==> config.mk <==
export PLATFORM = sky130hd
export DESIGN_NAME = coproc_cmd_issuer_flat
export DESIGN_NICKNAME = d
export VERILOG_FILES = /design/src/rtl/coproc_cmd_issuer_if.sv /design/src/rtl/coproc_cmd_issuer.sv /design/src/flat_wrapper.sv
export SDC_FILE = /design/constraint.sdc
export NUM_CORES = 1
export LEC_CHECK = 0
export BUFFER_PORTS_ARGS = -buffer_cell sky130_fd_sc_hd__buf_4
export CORE_MARGIN = 3
export CORE_UTILIZATION = 56
export CTS_CLUSTER_SIZE = 10
export DETAILED_ROUTE_END_ITERATION = 16
export PLACE_DENSITY = 0.79
export SLEW_MARGIN = 25
export SYNTH_ARGS = -nofsm -noshare
export SYNTH_HDL_FRONTEND = slang
export SYNTH_SLANG_ARGS = --single-unit
export TNS_END_PERCENT = 100
==> constraint.sdc <==
create_clock -name clock -period 3.5 [get_ports clock]
set_input_delay 0 -clock clock [delete_from_list [all_inputs] [get_ports clock]]
set_output_delay 0 -clock clock [all_outputs]
set_load 0.02 [all_outputs]
==> src/rtl/coproc_cmd_issuer_if.sv <==
// Bundle of the requester, coprocessor and response signals around the command issuer.
// The master modport is the issuer itself (it drives the instruction bus); the slave
// modport is the environment: requester, coprocessor result bus and response consumer.
interface coproc_cmd_issuer_if;
    logic        req_valid;
    logic        req_ready;
    logic [29:0] req_op;
    logic [2:0]  req_nwords;
    logic        wr_valid;
    logic        wr_ready;
    logic [31:0] wr_data;
    logic [31:0] instruct;
    logic [31:0] result_in;
    logic        rsp_valid;
    logic        rsp_ready;
    logic [31:0] rsp_data;
    logic        busy;
    logic        err_len;

    modport master (
        input  req_valid, req_op, req_nwords, wr_valid, wr_data, result_in, rsp_ready,
        output req_ready, wr_ready, instruct, rsp_valid, rsp_data, busy, err_len
    );

    modport slave (
        output req_valid, req_op, req_nwords, wr_valid, wr_data, result_in, rsp_ready,
        input  req_ready, wr_ready, instruct, rsp_valid, rsp_data, busy, err_len
    );
endinterface

==> src/rtl/coproc_cmd_issuer.sv <==
// Host-side initiator for the coprocessor instruction bus. Buffers one command
// (header + payload words), serializes it onto instruct, waits a fixed latency,
// samples the coprocessor result and hands it back over a valid/ready port.
module coproc_cmd_issuer #(
    parameter int MAX_WORDS      = 4,
    parameter int HDR_CYCLES     = 2,
    parameter int RESULT_LATENCY = 4
) (
    input logic                 clock,
    input logic                 reset_n,
    coproc_cmd_issuer_if.master bus
);
    // One shared counter width large enough for header, payload and latency counts.
    localparam int MAX_HW  = (HDR_CYCLES > MAX_WORDS) ? HDR_CYCLES : MAX_WORDS;
    localparam int MAX_CNT = (MAX_HW > RESULT_LATENCY) ? MAX_HW : RESULT_LATENCY;
    localparam int CNT_W   = $clog2(MAX_CNT + 1);
    localparam int IDX_W   = (MAX_WORDS > 1) ? $clog2(MAX_WORDS) : 1;

    typedef enum logic [2:0] {
        S_IDLE,
        S_LOAD,
        S_HDR,
        S_DATA,
        S_GAP,
        S_WAIT,
        S_RSP
    } state_t;

    state_t           state_q, state_d;
    logic [29:0]      op_q, op_d;
    logic [CNT_W-1:0] nwords_q, nwords_d;
    logic [CNT_W-1:0] idx_q, idx_d;
    logic [CNT_W-1:0] cnt_q, cnt_d;
    logic [31:0]      word_buf_q [MAX_WORDS];
    logic [31:0]      word_buf_d [MAX_WORDS];
    logic [31:0]      instruct_q, instruct_d;
    logic [31:0]      rsp_data_q, rsp_data_d;
    logic             rsp_valid_q, rsp_valid_d;
    logic             err_len_q, err_len_d;
    logic             len_ok;
    logic [IDX_W-1:0] idx_lo;

    assign len_ok = (bus.req_nwords != 3'd0) && (int'(bus.req_nwords) <= MAX_WORDS);
    assign idx_lo = idx_q[IDX_W-1:0];

    // Next-state and next-output logic; instruct is computed from the current state so
    // the bus lags the state register by exactly one cycle.
    always_comb begin
        state_d     = state_q;
        op_d        = op_q;
        nwords_d    = nwords_q;
        idx_d       = idx_q;
        cnt_d       = cnt_q;
        word_buf_d  = word_buf_q;
        instruct_d  = '0;
        rsp_valid_d = rsp_valid_q;
        rsp_data_d  = rsp_data_q;
        err_len_d   = 1'b0;

        case (state_q)
            S_IDLE: begin
                if (bus.req_valid) begin
                    if (len_ok) begin
                        op_d     = bus.req_op;
                        nwords_d = CNT_W'(bus.req_nwords);
                        idx_d    = '0;
                        state_d  = S_LOAD;
                    end else begin
                        err_len_d = 1'b1;
                    end
                end
            end
            S_LOAD: begin
                if (bus.wr_valid) begin
                    word_buf_d[idx_lo] = bus.wr_data;
                    if (idx_q + CNT_W'(1) == nwords_q) begin
                        cnt_d   = '0;
                        state_d = S_HDR;
                    end else begin
                        idx_d = idx_q + CNT_W'(1);
                    end
                end
            end
            S_HDR: begin
                instruct_d = {2'b01, op_q};
                if (cnt_q == CNT_W'(HDR_CYCLES - 1)) begin
                    idx_d   = '0;
                    state_d = S_DATA;
                end else begin
                    cnt_d = cnt_q + CNT_W'(1);
                end
            end
            S_DATA: begin
                instruct_d = word_buf_q[idx_lo];
                if (idx_q == nwords_q - CNT_W'(1)) begin
                    state_d = S_GAP;
                end else begin
                    idx_d = idx_q + CNT_W'(1);
                end
            end
            S_GAP: begin
                cnt_d   = '0;
                state_d = S_WAIT;
            end
            S_WAIT: begin
                if (cnt_q == CNT_W'(RESULT_LATENCY - 1)) begin
                    rsp_data_d  = bus.result_in;
                    rsp_valid_d = 1'b1;
                    state_d     = S_RSP;
                end else begin
                    cnt_d = cnt_q + CNT_W'(1);
                end
            end
            S_RSP: begin
                if (bus.rsp_ready) begin
                    rsp_valid_d = 1'b0;
                    state_d     = S_IDLE;
                end
            end
            default: begin
                state_d = S_IDLE;
            end
        endcase
    end

    // State and output registers; reset clears the bus immediately and drops any buffered command.
    always_ff @(posedge clock or negedge reset_n) begin
        if (!reset_n) begin
            state_q     <= S_IDLE;
            op_q        <= '0;
            nwords_q    <= '0;
            idx_q       <= '0;
            cnt_q       <= '0;
            instruct_q  <= '0;
            rsp_valid_q <= 1'b0;
            rsp_data_q  <= '0;
            err_len_q   <= 1'b0;
            for (int i = 0; i < MAX_WORDS; i++) begin
                word_buf_q[i] <= '0;
            end
        end else begin
            state_q     <= state_d;
            op_q        <= op_d;
            nwords_q    <= nwords_d;
            idx_q       <= idx_d;
            cnt_q       <= cnt_d;
            instruct_q  <= instruct_d;
            rsp_valid_q <= rsp_valid_d;
            rsp_data_q  <= rsp_data_d;
            err_len_q   <= err_len_d;
            for (int i = 0; i < MAX_WORDS; i++) begin
                word_buf_q[i] <= word_buf_d[i];
            end
        end
    end

    assign bus.req_ready = (state_q == S_IDLE);
    assign bus.wr_ready  = (state_q == S_LOAD);
    assign bus.busy      = (state_q != S_IDLE);
    assign bus.instruct  = instruct_q;
    assign bus.rsp_valid = rsp_valid_q;
    assign bus.rsp_data  = rsp_data_q;
    assign bus.err_len   = err_len_q;
endmodule

==> src/flat_wrapper.sv <==
// flat-port wrapper written by rule: the top's interface ports become plain ports
module coproc_cmd_issuer_flat 
#(
    parameter int MAX_WORDS      = 4,
    parameter int HDR_CYCLES     = 2,
    parameter int RESULT_LATENCY = 4
)
  (clock, reset_n, bus_req_valid, bus_req_op, bus_req_nwords, bus_wr_valid, bus_wr_data, bus_result_in, bus_rsp_ready, bus_req_ready, bus_wr_ready, bus_instruct, bus_rsp_valid, bus_rsp_data, bus_busy, bus_err_len);
  coproc_cmd_issuer_if bus_i ();
  input logic clock;
  input logic reset_n;
  input wire logic [$bits(bus_i.req_valid)-1:0] bus_req_valid;
  input wire logic [$bits(bus_i.req_op)-1:0] bus_req_op;
  input wire logic [$bits(bus_i.req_nwords)-1:0] bus_req_nwords;
  input wire logic [$bits(bus_i.wr_valid)-1:0] bus_wr_valid;
  input wire logic [$bits(bus_i.wr_data)-1:0] bus_wr_data;
  input wire logic [$bits(bus_i.result_in)-1:0] bus_result_in;
  input wire logic [$bits(bus_i.rsp_ready)-1:0] bus_rsp_ready;
  output wire logic [$bits(bus_i.req_ready)-1:0] bus_req_ready;
  output wire logic [$bits(bus_i.wr_ready)-1:0] bus_wr_ready;
  output wire logic [$bits(bus_i.instruct)-1:0] bus_instruct;
  output wire logic [$bits(bus_i.rsp_valid)-1:0] bus_rsp_valid;
  output wire logic [$bits(bus_i.rsp_data)-1:0] bus_rsp_data;
  output wire logic [$bits(bus_i.busy)-1:0] bus_busy;
  output wire logic [$bits(bus_i.err_len)-1:0] bus_err_len;
  assign bus_i.req_valid = bus_req_valid;
  assign bus_i.req_op = bus_req_op;
  assign bus_i.req_nwords = bus_req_nwords;
  assign bus_i.wr_valid = bus_wr_valid;
  assign bus_i.wr_data = bus_wr_data;
  assign bus_i.result_in = bus_result_in;
  assign bus_i.rsp_ready = bus_rsp_ready;
  assign bus_req_ready = bus_i.req_ready;
  assign bus_wr_ready = bus_i.wr_ready;
  assign bus_instruct = bus_i.instruct;
  assign bus_rsp_valid = bus_i.rsp_valid;
  assign bus_rsp_data = bus_i.rsp_data;
  assign bus_busy = bus_i.busy;
  assign bus_err_len = bus_i.err_len;
  coproc_cmd_issuer #(.MAX_WORDS(MAX_WORDS), .HDR_CYCLES(HDR_CYCLES), .RESULT_LATENCY(RESULT_LATENCY)) u_core (.clock(clock), .reset_n(reset_n), .bus(bus_i));
endmodule
Word-level counts from Yosys, hierarchy flattened
Cells that the tools add are included.
{ "word_totals": {"elab_cells": 91, "out_inout_bits": 69, "inputBits": 102, "regBits": 236} }
{ "classes": {"mux": 34, "magnitude_cmp": 3, "n_addsub": 3, "reduce_logical": 15, "bitwise_logic": 1, "eq_ne": 22} }
{ "op_table": {"columns": ["cell", "count"], "rows": [
  ["$bwmux 128", 1],
  ["$mux 32", 3],
  ["$bmux 32 s2", 1],
  ["$demux 32 s2", 1],
  ["$pmux 32 s2", 1],
  ["$mux 3", 18],
  ["$pmux 3 s4", 2],
  ["$pmux 3 s7", 1],
  ["$ne 2x2->1 const B", 7],
  ["$ne 2x1->1 const B", 5],
  ["$eq 3x2->1 const B", 3],
  ["$eq 3x3->1 const B", 3],
  ["$reduce_and 8->1", 1],
  ["$reduce_bool 4->1", 2],
  ["$reduce_and 7->1", 1],
  ["$add 3x1->3 const B", 2],
  ["$eq 3x1->1 const B", 2],
  ["$eq 3x3->1", 2],
  ["$reduce_and 3->1", 2],
  ["$reduce_bool 3->1", 2],
  ["$mux 1", 5],
  ["$reduce_and 5->1", 1],
  ["$reduce_and 2->1", 2],
  ["$ge 3x3->1 const B", 1],
  ["other kinds (8)", 9]
]} }

Depth between registers and ports, before layout
Gate-level depths: netlist of run 1.
{ "logic_depth": {"word_depth": 6, "mapped_depth": 9, "depth_no_buf": 7} }

Worst setup path after synthesis of run 1
OpenSTA, ideal clock, no wires.
{ "synth_path": {"path_type": "reg-to-reg", "start": "register u_core.idx_q[1]", "end": "register u_core.state_q[0]", "setup_ps": 128, "required_ps": 3372, "synth_period_minus_slack_ps": 2580, "path_buffers": 2, "stages_incl_launch_ff": 10, "arrival_time_ps": 2452, "slack_ps": 920, "path_cell_list": "dfrtp_1 clkbuf_1 clkbuf_1 inv_1 ha_1 xnor2_1 nand3_1 o21a_1 nor3_2 mux2_1"} }
{ "synth_via": {"elab_chain_cells": 4, "elab_cells_between_ends": 6, "classes_between": "1 x add/sub; 4 x eq/ne; 1 x reduce/logical"} }
{ "synth_lines": {"columns": ["element", "line_no", "text"], "rows": [
  ["start: declaration", "coproc_cmd_issuer.sv:32", "logic [CNT_W-1:0] idx_q, idx_d;"],
  ["start signal: assignment", "coproc_cmd_issuer.sv:145", "idx_q <= idx_d;"],
  ["$add 3x1->3", "coproc_cmd_issuer.sv:76", "if (idx_q + CNT_W'(1) == nwords_q) begin"],
  ["$eq 3x3->1", "coproc_cmd_issuer.sv:76", null],
  ["$ne 2x1->1 (no line)", null, null],
  ["$reduce_and 8->1 (no line) *", null, null],
  ["end signal: assignment", "coproc_cmd_issuer.sv:142", "state_q <= state_d;"],
  ["end: declaration", "coproc_cmd_issuer.sv:29", "state_t state_q, state_d;"]
]} }
Mark *: on every way between the ends. The rest lies on a longest branch, timed or not.
A chain may end at the register's enable or synchronous reset.

Worst setup path after layout of run 1
{ "layout_path": {"start": "register u_core.state_q[0]", "end": "register u_core.word_buf_q[53] (netlist bit)"} }
{ "layout_via": {"elab_chain_cells": 2} }
{ "layout_lines": {"columns": ["element", "line_no", "text"], "rows": [
  ["$eq 3x1->1", "coproc_cmd_issuer.sv:60", "case (state_q)"],
  ["$reduce_and 2->1 (no line)", null, null],
  ["end signal: indexed assignment", "coproc_cmd_issuer.sv:152", "word_buf_q[i] <= word_buf_d[i];"],
  ["end: declaration", "coproc_cmd_issuer.sv:34", "logic [31:0] word_buf_q [MAX_WORDS];"]
]} }
Every way passes these cells.

==> summary.md, run 1 <==
| Metric | Value |
|---|---|
| Largest net degree at the start of global routing | 128 |
| FF+latch count, synth | 236 |
| Sequential share of the synthesized area | 0.598 |
| Synthesis Warnings | 0 |
| Fin nets | 1004 |
| Slew @ Worst Pin | 0.984 ns |
| Die height | 139 um |
| CTS resizes | 0 |
| RR Endpoint | u_core.word_buf_q[53] |
| Ys flop type | dfrtp_1 |
| Total wire length | 23800 um |
| Crit. End Element | flop |
| Setup crit start | u_core.state_q[0] |
| CTS clk-pin slew, worst paths | 0.06 ns |
| Number of diodes | 0 |
| Post-synth EDFFs | 0 |
| Clock Tree Buf Depth | 3 |
| First-pass GRT wire length | 39100 um |
| Hold violation total from the final report | 0 |
| Critical Path Start Type | flop |
| Max transition margin | 0.342 |
| End of the critical path | u_core.word_buf_q[53] |
| DRC | 0 |
| Synth cell types | 42 |
| Internal power | 7.15 mW |
| Grt total ovfl | 0 |
| Number of I/O port buffers | 170 |
| Fillers | 975 |
| Vias per cell | 5.73 |
| Placement Cell Area | 11400 um^2 |
| Die width | 139 um |
| Final ANT Viol Nets | 0 |
| Crit path DAT | 2.79 ns |
| Fin area | 13100 um^2 |
| Initial antenna violation count | 0 |
| F_max | 414 MHz |
| I/O pins | 171 |
| Worst r2r src | u_core.state_q[0] |
| Worst Skew | 0.0165 ns |
| DR vias | 6398 |
| Syn_nets | 731 |
| Die area | 19300 um^2 |
| Critical path type | flop to flop |
| Outcome | completed |
| Hold Path Depth | 4 |
| Worst Path Required | 3.88 ns |
| Initial core utilization | 0.583 |
| RD Place Congestion | 0.876 |
| Worst hold path type | input pin to flop |
| Num CTS Buffers | 27 |
| Clock power share | 0.227 |
| # setup viols final | 0 |
| Combinational fraction of design power | 0.343 |
| Layout area overhead | 32.4% |
| Hold slack final | 0.0698 ns |
| Gr usage total | 0.250 |
| Net switching power figure | 3.16 mW |
| Clock latency on the worst-skew pair | 0.52 ns |
| Rows | 47 |
| Final Total Pwr | 10.3 mW |
| Max VDD drop | 0.000477 V |
| Reg power frac | 0.430 |
| Reg2Reg Depth | 4 |
| Final period utilization | 0.690 |
| Mapped Cells | 621 |
| Worst reg-to-reg setup slack | 1.09 ns |
| Setup TNS | 0 ns |
| CTS tree | yes |
| Clk root buf | clkbuf_16 |
| CTS H-tree lvls | 1 |
| Maximum capacitance violations | 0 |
| Drt first-iter violations | 243 |
| Clock Sinks | 236 |
| Synth async-reset ratio | 1.00 |
| Pwr/cell area | 789 nW/um^2 |
| RSZ-0062 raised after global routing | false |
| HPWL Detailed | 14100 um |
| Number of global-route vias before repair | 7226 |
| Sw Ratio | 0.306 |
| Netlist Area Pre-Place | 9870 um^2 |
| Tmin final | 2.41 ns |
| Slew Viols, Final | 0 |
| Core ar. | 16900 um^2 |
| Synth Area per Inst | 15.9 um^2 |
| WL/cell | 21.3 um |
| Layout cells sized above 1 | 0.489 |
| Drt first pass iters | 4 |
| Critical Path Fanout Max | 32 |
| LEAKAGE | 6.14 nW |
## worst max-delay path, stage by stage, from the launching register on
cell     delay, ns
dfrtp_1       0.58
nor3b_2       0.33
and2_2        0.25
nand2_2       0.55
mux2_1        0.55
## cell type report
type                            count  area (um^2)  share of cell area
Sequential cell                   236         5910               0.452
Multi-Input combinational cell    339         3780               0.289
Timing Repair Buffer              280         2370               0.182
Clock buffer                       30          687              0.0526
Tap cell                          220          275              0.0211
Inverter                           10         37.5             0.00287
Clock inverter                      1         5.00            0.000383
## state kept, by name, indices dropped and copies added, names as in the netlist
| name | cells |
|---|---|
| u_core.word_buf_q | 128 |
| u_core.bus.instruct | 32 |
| u_core.bus.rsp_data | 32 |
| u_core.op_q | 30 |
| u_core.cnt_q | 3 |
| u_core.idx_q | 3 |
| u_core.nwords_q | 3 |
| u_core.state_q | 3 |
| u_core.bus.err_len | 1 |
| u_core.bus.rsp_valid | 1 |
## layer usage
layer | GRT usage | vias up | wire length, um
met3 | 0.0448 | 36 | 1210
li1 | - | 2823 | -
met2 | 0.446 | 196 | 12400
met4 | 0.0536 | 0 | 421
met1 | 0.324 | 3343 | 9770
met5 | 0 | - | 0
## worst min path at each step
| stage | slack (ns) | to | from |
|---|---|---|---|
| global route | 0.10 | u_core.cnt_q[2] | bus_wr_valid |
| global placement | 0.13 | u_core.op_q[5] | reset_n |
| finish | 0.07 | u_core.cnt_q[1] | bus_wr_valid |
| CTS | 0.06 | u_core.cnt_q[1] | bus_wr_valid |
| floorplan | -0.30 | u_core.bus.err_len | reset_n |
| detailed placement | 0.15 | u_core.bus.rsp_data[20] | reset_n |
## synth_stat cells (all sizes together) (2+ instances only)
cell type	count	area share
dfrtp	236	0.60
mux2	194	0.22
mux4	32	0.073
a22o	30	0.027
buf	28	0.014
inv	10	0.0038
nand2	10	0.0038
clkbuf	8	0.0030
ha	8	0.010
nor2	8	0.0030
a21oi	5	0.0025
o21ai	5	0.0025
nand2b	4	0.0025
nand3	4	0.0020
nor3	4	0.0035
a31oi	3	0.0019
mux2i	3	0.0030
nor3b	3	0.0028
o31ai	3	0.0023
xor2	3	0.0027
and2	2	0.0014
nand4	2	0.0013
o21a	2	0.0015
o41ai	2	0.0018
xnor2	2	0.0018
## kinds of logic after synthesis
| logic type | synth area share |
|---|---|
| flip-flops | 0.598 |
| XOR/XNOR | 0.00672 |
| AND/OR/NAND/NOR | 0.0241 |
| multiplexers | 0.297 |
| buffers and inverters | 0.0212 |
| AO/OA/AOI/OAI | 0.0425 |
| adder cells (fa/ha/maj) | 0.0101 |
## what timing repair did
action                                 in CTS  in global routing
hold buffers                              101                  0
setup buffers                               0                  0
endpoints found under the hold margin     320                  0
## cell usage in the layout, fill, tap and decap left out, drive strengths merged, types with 2 or more instances in the layout
cell type    count
a21oi            5
a22o            30
a31oi            3
and2             2
buf            179
clkbuf          30
dfrtp          236
dlygate4sd3    101
ha               8
inv             10
mux2           194
mux2i            3
mux4            32
nand2           10
nand2b           4
nand3            4
nand4            2
nor2             8
nor3             4
nor3b            3
o21a             2
o21ai            5
o31ai            3
o41ai            2
xnor2            2
xor2             3
## stage by stage
| stage | setup WS [ns] | util | instances |
|---|---|---|---|
| CTS | 1.07 | 0.772 | 1116 |
| global route | 0.908 | 0.772 | 1116 |
| detailed placement | 1.10 | 0.671 | 984 |
| finish | 1.09 | 0.772 | 1116 |
| floorplan | 0.920 | - | 621 |
| global placement | 1.17 | 0.671 | 984 |
## power groups by stage
stage / Sequential, mW / Combinational (mW) / Clock (mW)
6_report: 4.43 / 3.53 / 2.34
5_1_grt: 4.56 / 3.83 / 2.50
4_1_cts: 4.42 / 3.55 / 2.38
3_5_place_dp: 4.45 / 3.43 / 0
3_3_place_gp: 4.34 / 3.30 / 0
2_1_floorplan: 4.38 / 2.39 / 0
No activity file was read; power rests on OpenSTA's default activity.
==> run 2: changes to the inputs <==
--- a/config.mk
+++ b/config.mk
@@ -7,10 +7,10 @@
 export LEC_CHECK = 0
 export BUFFER_PORTS_ARGS = -buffer_cell sky130_fd_sc_hd__buf_4
 export CORE_MARGIN = 3
-export CORE_UTILIZATION = 56
+export CORE_UTILIZATION = 51
 export CTS_CLUSTER_SIZE = 10
 export DETAILED_ROUTE_END_ITERATION = 16
-export PLACE_DENSITY = 0.79
+export PLACE_DENSITY = 0.76
 export SLEW_MARGIN = 25
 export SYNTH_ARGS = -nofsm -noshare
 export SYNTH_HDL_FRONTEND = slang
==> constraint.sdc (replaced) <==
create_clock -name clock -period 2.15 [get_ports clock]
set_input_delay 0 -clock clock [delete_from_list [all_inputs] [get_ports clock]]
set_output_delay 0 -clock clock [all_outputs]
set_load 0.02 [all_outputs]
==> run 2 against run 1 <==
  * Power grew 65%
  * Count of clock-buffer cells in the layout up 2
  * Fmax up 16%
  * The run now ends with negative hold slack left
  * Worst hold slack worse by 0.073 ns
  * Register-to-register slack got worse by 1.0 ns
  * Core utilization shrank 6.2 points
  * Largest power group unchanged
  * Wire length increased by 0.90%
==> summary.md, run 2 (synthesized netlist as in run 1, its figures left out) <==
| Metric | Value |
|---|---|
| Initial antenna violation count | 1 |
| Die area | 21100 um^2 |
| Leading cell type in the layout, fill and taps excluded | dfrtp_1 |
| Crit path DAT | 2.49 ns |
| Rows | 50 |
| Total wire length | 24000 um |
| Biggest register | u_core.word_buf_q |
| Fin area | 13400 um^2 |
| CTS tree | yes |
| Worst Skew | 0.00799 ns |
| Max reg flops | 128 |
| Slew @ Worst Pin | 0.565 ns |
| Final ANT Viol Nets | 0 |
| Fin nets | 1025 |
| Placement Cell Area | 11600 um^2 |
| Vias per cell | 5.49 |
| Critical path type | flop to flop |
| HPWL Detailed | 15400 um |
| Number of global-route vias before repair | 7430 |
| Critical Path Fanout Max | 6 |
| Min-delay src | bus_wr_valid |
| Tmin final | 2.08 ns |
| Largest net degree at the start of global routing | 76 |
| Drt first-iter violations | 304 |
| Pwr/cell area | 1280 nW/um^2 |
| Worst r2r src | u_core.idx_q[0] |
| Grt total ovfl | 0 |
| Critical Path Start Type | flop |
| Crit. End Element | flop |
| Number of I/O port buffers | 170 |
| LEAKAGE | 6.27 nW |
| CTS clk-pin slew, worst paths | 0.06 ns |
| Die width | 145 um |
| Hold violation total from the final report | 1 |
| Drt first pass iters | 4 |
| DRC | 0 |
| RD Place Congestion | 0.839 |
| Maximum capacitance violations | 0 |
| Post-Route Utilization | 0.709 |
| Clock Sinks | 236 |
| Outcome | finished, violations left |
| Hold slack final | -0.00309 ns |
| Slew Viols, Final | 0 |
| First-pass GRT wire length | 39300 um |
| Commonest non-fill, non-tap cells in the layout | dfrtp_1 (234), buf_4 (195), mux2_2 (185) |
| I/O pins | 171 |
| Violated checks | negative hold slack |
| F_max | 482 MHz |
| # setup viols final | 0 |
| Die height | 145 um |
| Clk root buf | clkbuf_16 |
| DR vias | 6480 |
| Clock latency on the worst-skew pair | 0.53 ns |
| Core ar. | 18800 um^2 |
| Clock Tree Buf Depth | 3 |
| Num CTS Buffers | 27 |
| Layout area overhead | 35.3% |
| Max VDD drop | 0.000841 V |
| Final period utilization | 0.965 |
| Layout cells sized above 1 | 0.504 |
| Setup crit start | u_core.idx_q[0] |
| Fillers | 1213 |
| Max transition margin | 0.623 |
| Worst hold path type | input pin to flop |
| Worst Path Required | 2.57 ns |
| Initial core utilization | 0.524 |
| Gr usage total | 0.230 |
| CTS H-tree lvls | 1 |
| WL/cell | 20.3 um |
run 2: cell count changes in the layout (fill, tap and decap cells not counted), sizes merged:
| cell | previous run | this run |
|---|---|---|
| clkbuf | 30 | 32 |
| diode | 0 | 1 |
| buf | 179 | 200 |
| clkinv | 1 | 0 |
| inv | 10 | 11 |
run 2: worst max-delay path, stage by stage (launching register included):
cell and delay, ns:
dfrtp_2 0.44, ha_1 0.23, xnor3_1 0.38, nand3_1 0.08
o21a_2 0.28, nor3_4 0.21, mux2_1 0.34
run 2: stage by stage:
stage                     std cells  worst slack, ns  total power [mW]  setup TNS [ns]
after floorplan                 621           0.0110              11.1               0
after CTS                      1178          0.00927              17.1               0
after global placement         1044           0.0904              12.6               0
after global routing           1179          -0.0413              18.0         -0.0413
final                          1180           0.0744              17.1               0
after detailed placement       1044           0.0550              13.0               0
run 2: timing repair:
action | in CTS | in global routing
endpoints found under the setup margin | 0 | 1
resized for setup | 0 | 2
hold buffers | 101 | 0
endpoints found under the hold margin | 431 | 0
buffers inserted | 0 | 1
run 2: per-layer routing:
layer  vias up  track usage  share of wire
met5         -            0              0
met4         0       0.0608          0.023
met3        54       0.0428          0.052
met2       217        0.425           0.53
met1      3345        0.276           0.40
li1       2864            -              -
run 2: area by class of cell:
cell class | instances | area (um^2) | share of cell area
Multi-Input combinational cell | 339 | 3800 | 0.285
Antenna cell | 1 | 2.50 | 0.000187
Tap cell | 260 | 325 | 0.0244
Clock inverter | 1 | 20.0 | 0.00150
Clock buffer | 32 | 694 | 0.0520
Inverter | 10 | 37.5 | 0.00281
Timing Repair Buffer | 301 | 2570 | 0.192
Sequential cell | 236 | 5910 | 0.442
run 2: where the power goes:
part,internal [mW],switching (mW),total [mW]
sequential,6.20,0.965,7.17
clock,2.24,1.61,3.86
combinational,3.38,2.66,6.04
run 2: path summary, 6_finish.rpt:
| path | end | slack, ns | cells after the start |
|---|---|---|---|
| worst min register to register | u_core.word_buf_q[52] | 0.49 | 1 |
| worst min-delay path | u_core.cnt_q[1] | -0.003 | 4 |
| worst max-delay path | u_core.state_q[0] | 0.07 | 6 |
| worst max register to register | u_core.state_q[0] | 0.07 | 6 |
| min in group asynchronous | u_core.bus.rsp_data[13] | 0.02 | 2 |
| max in group asynchronous | u_core.bus.rsp_data[28] | 1.42 | 3 |
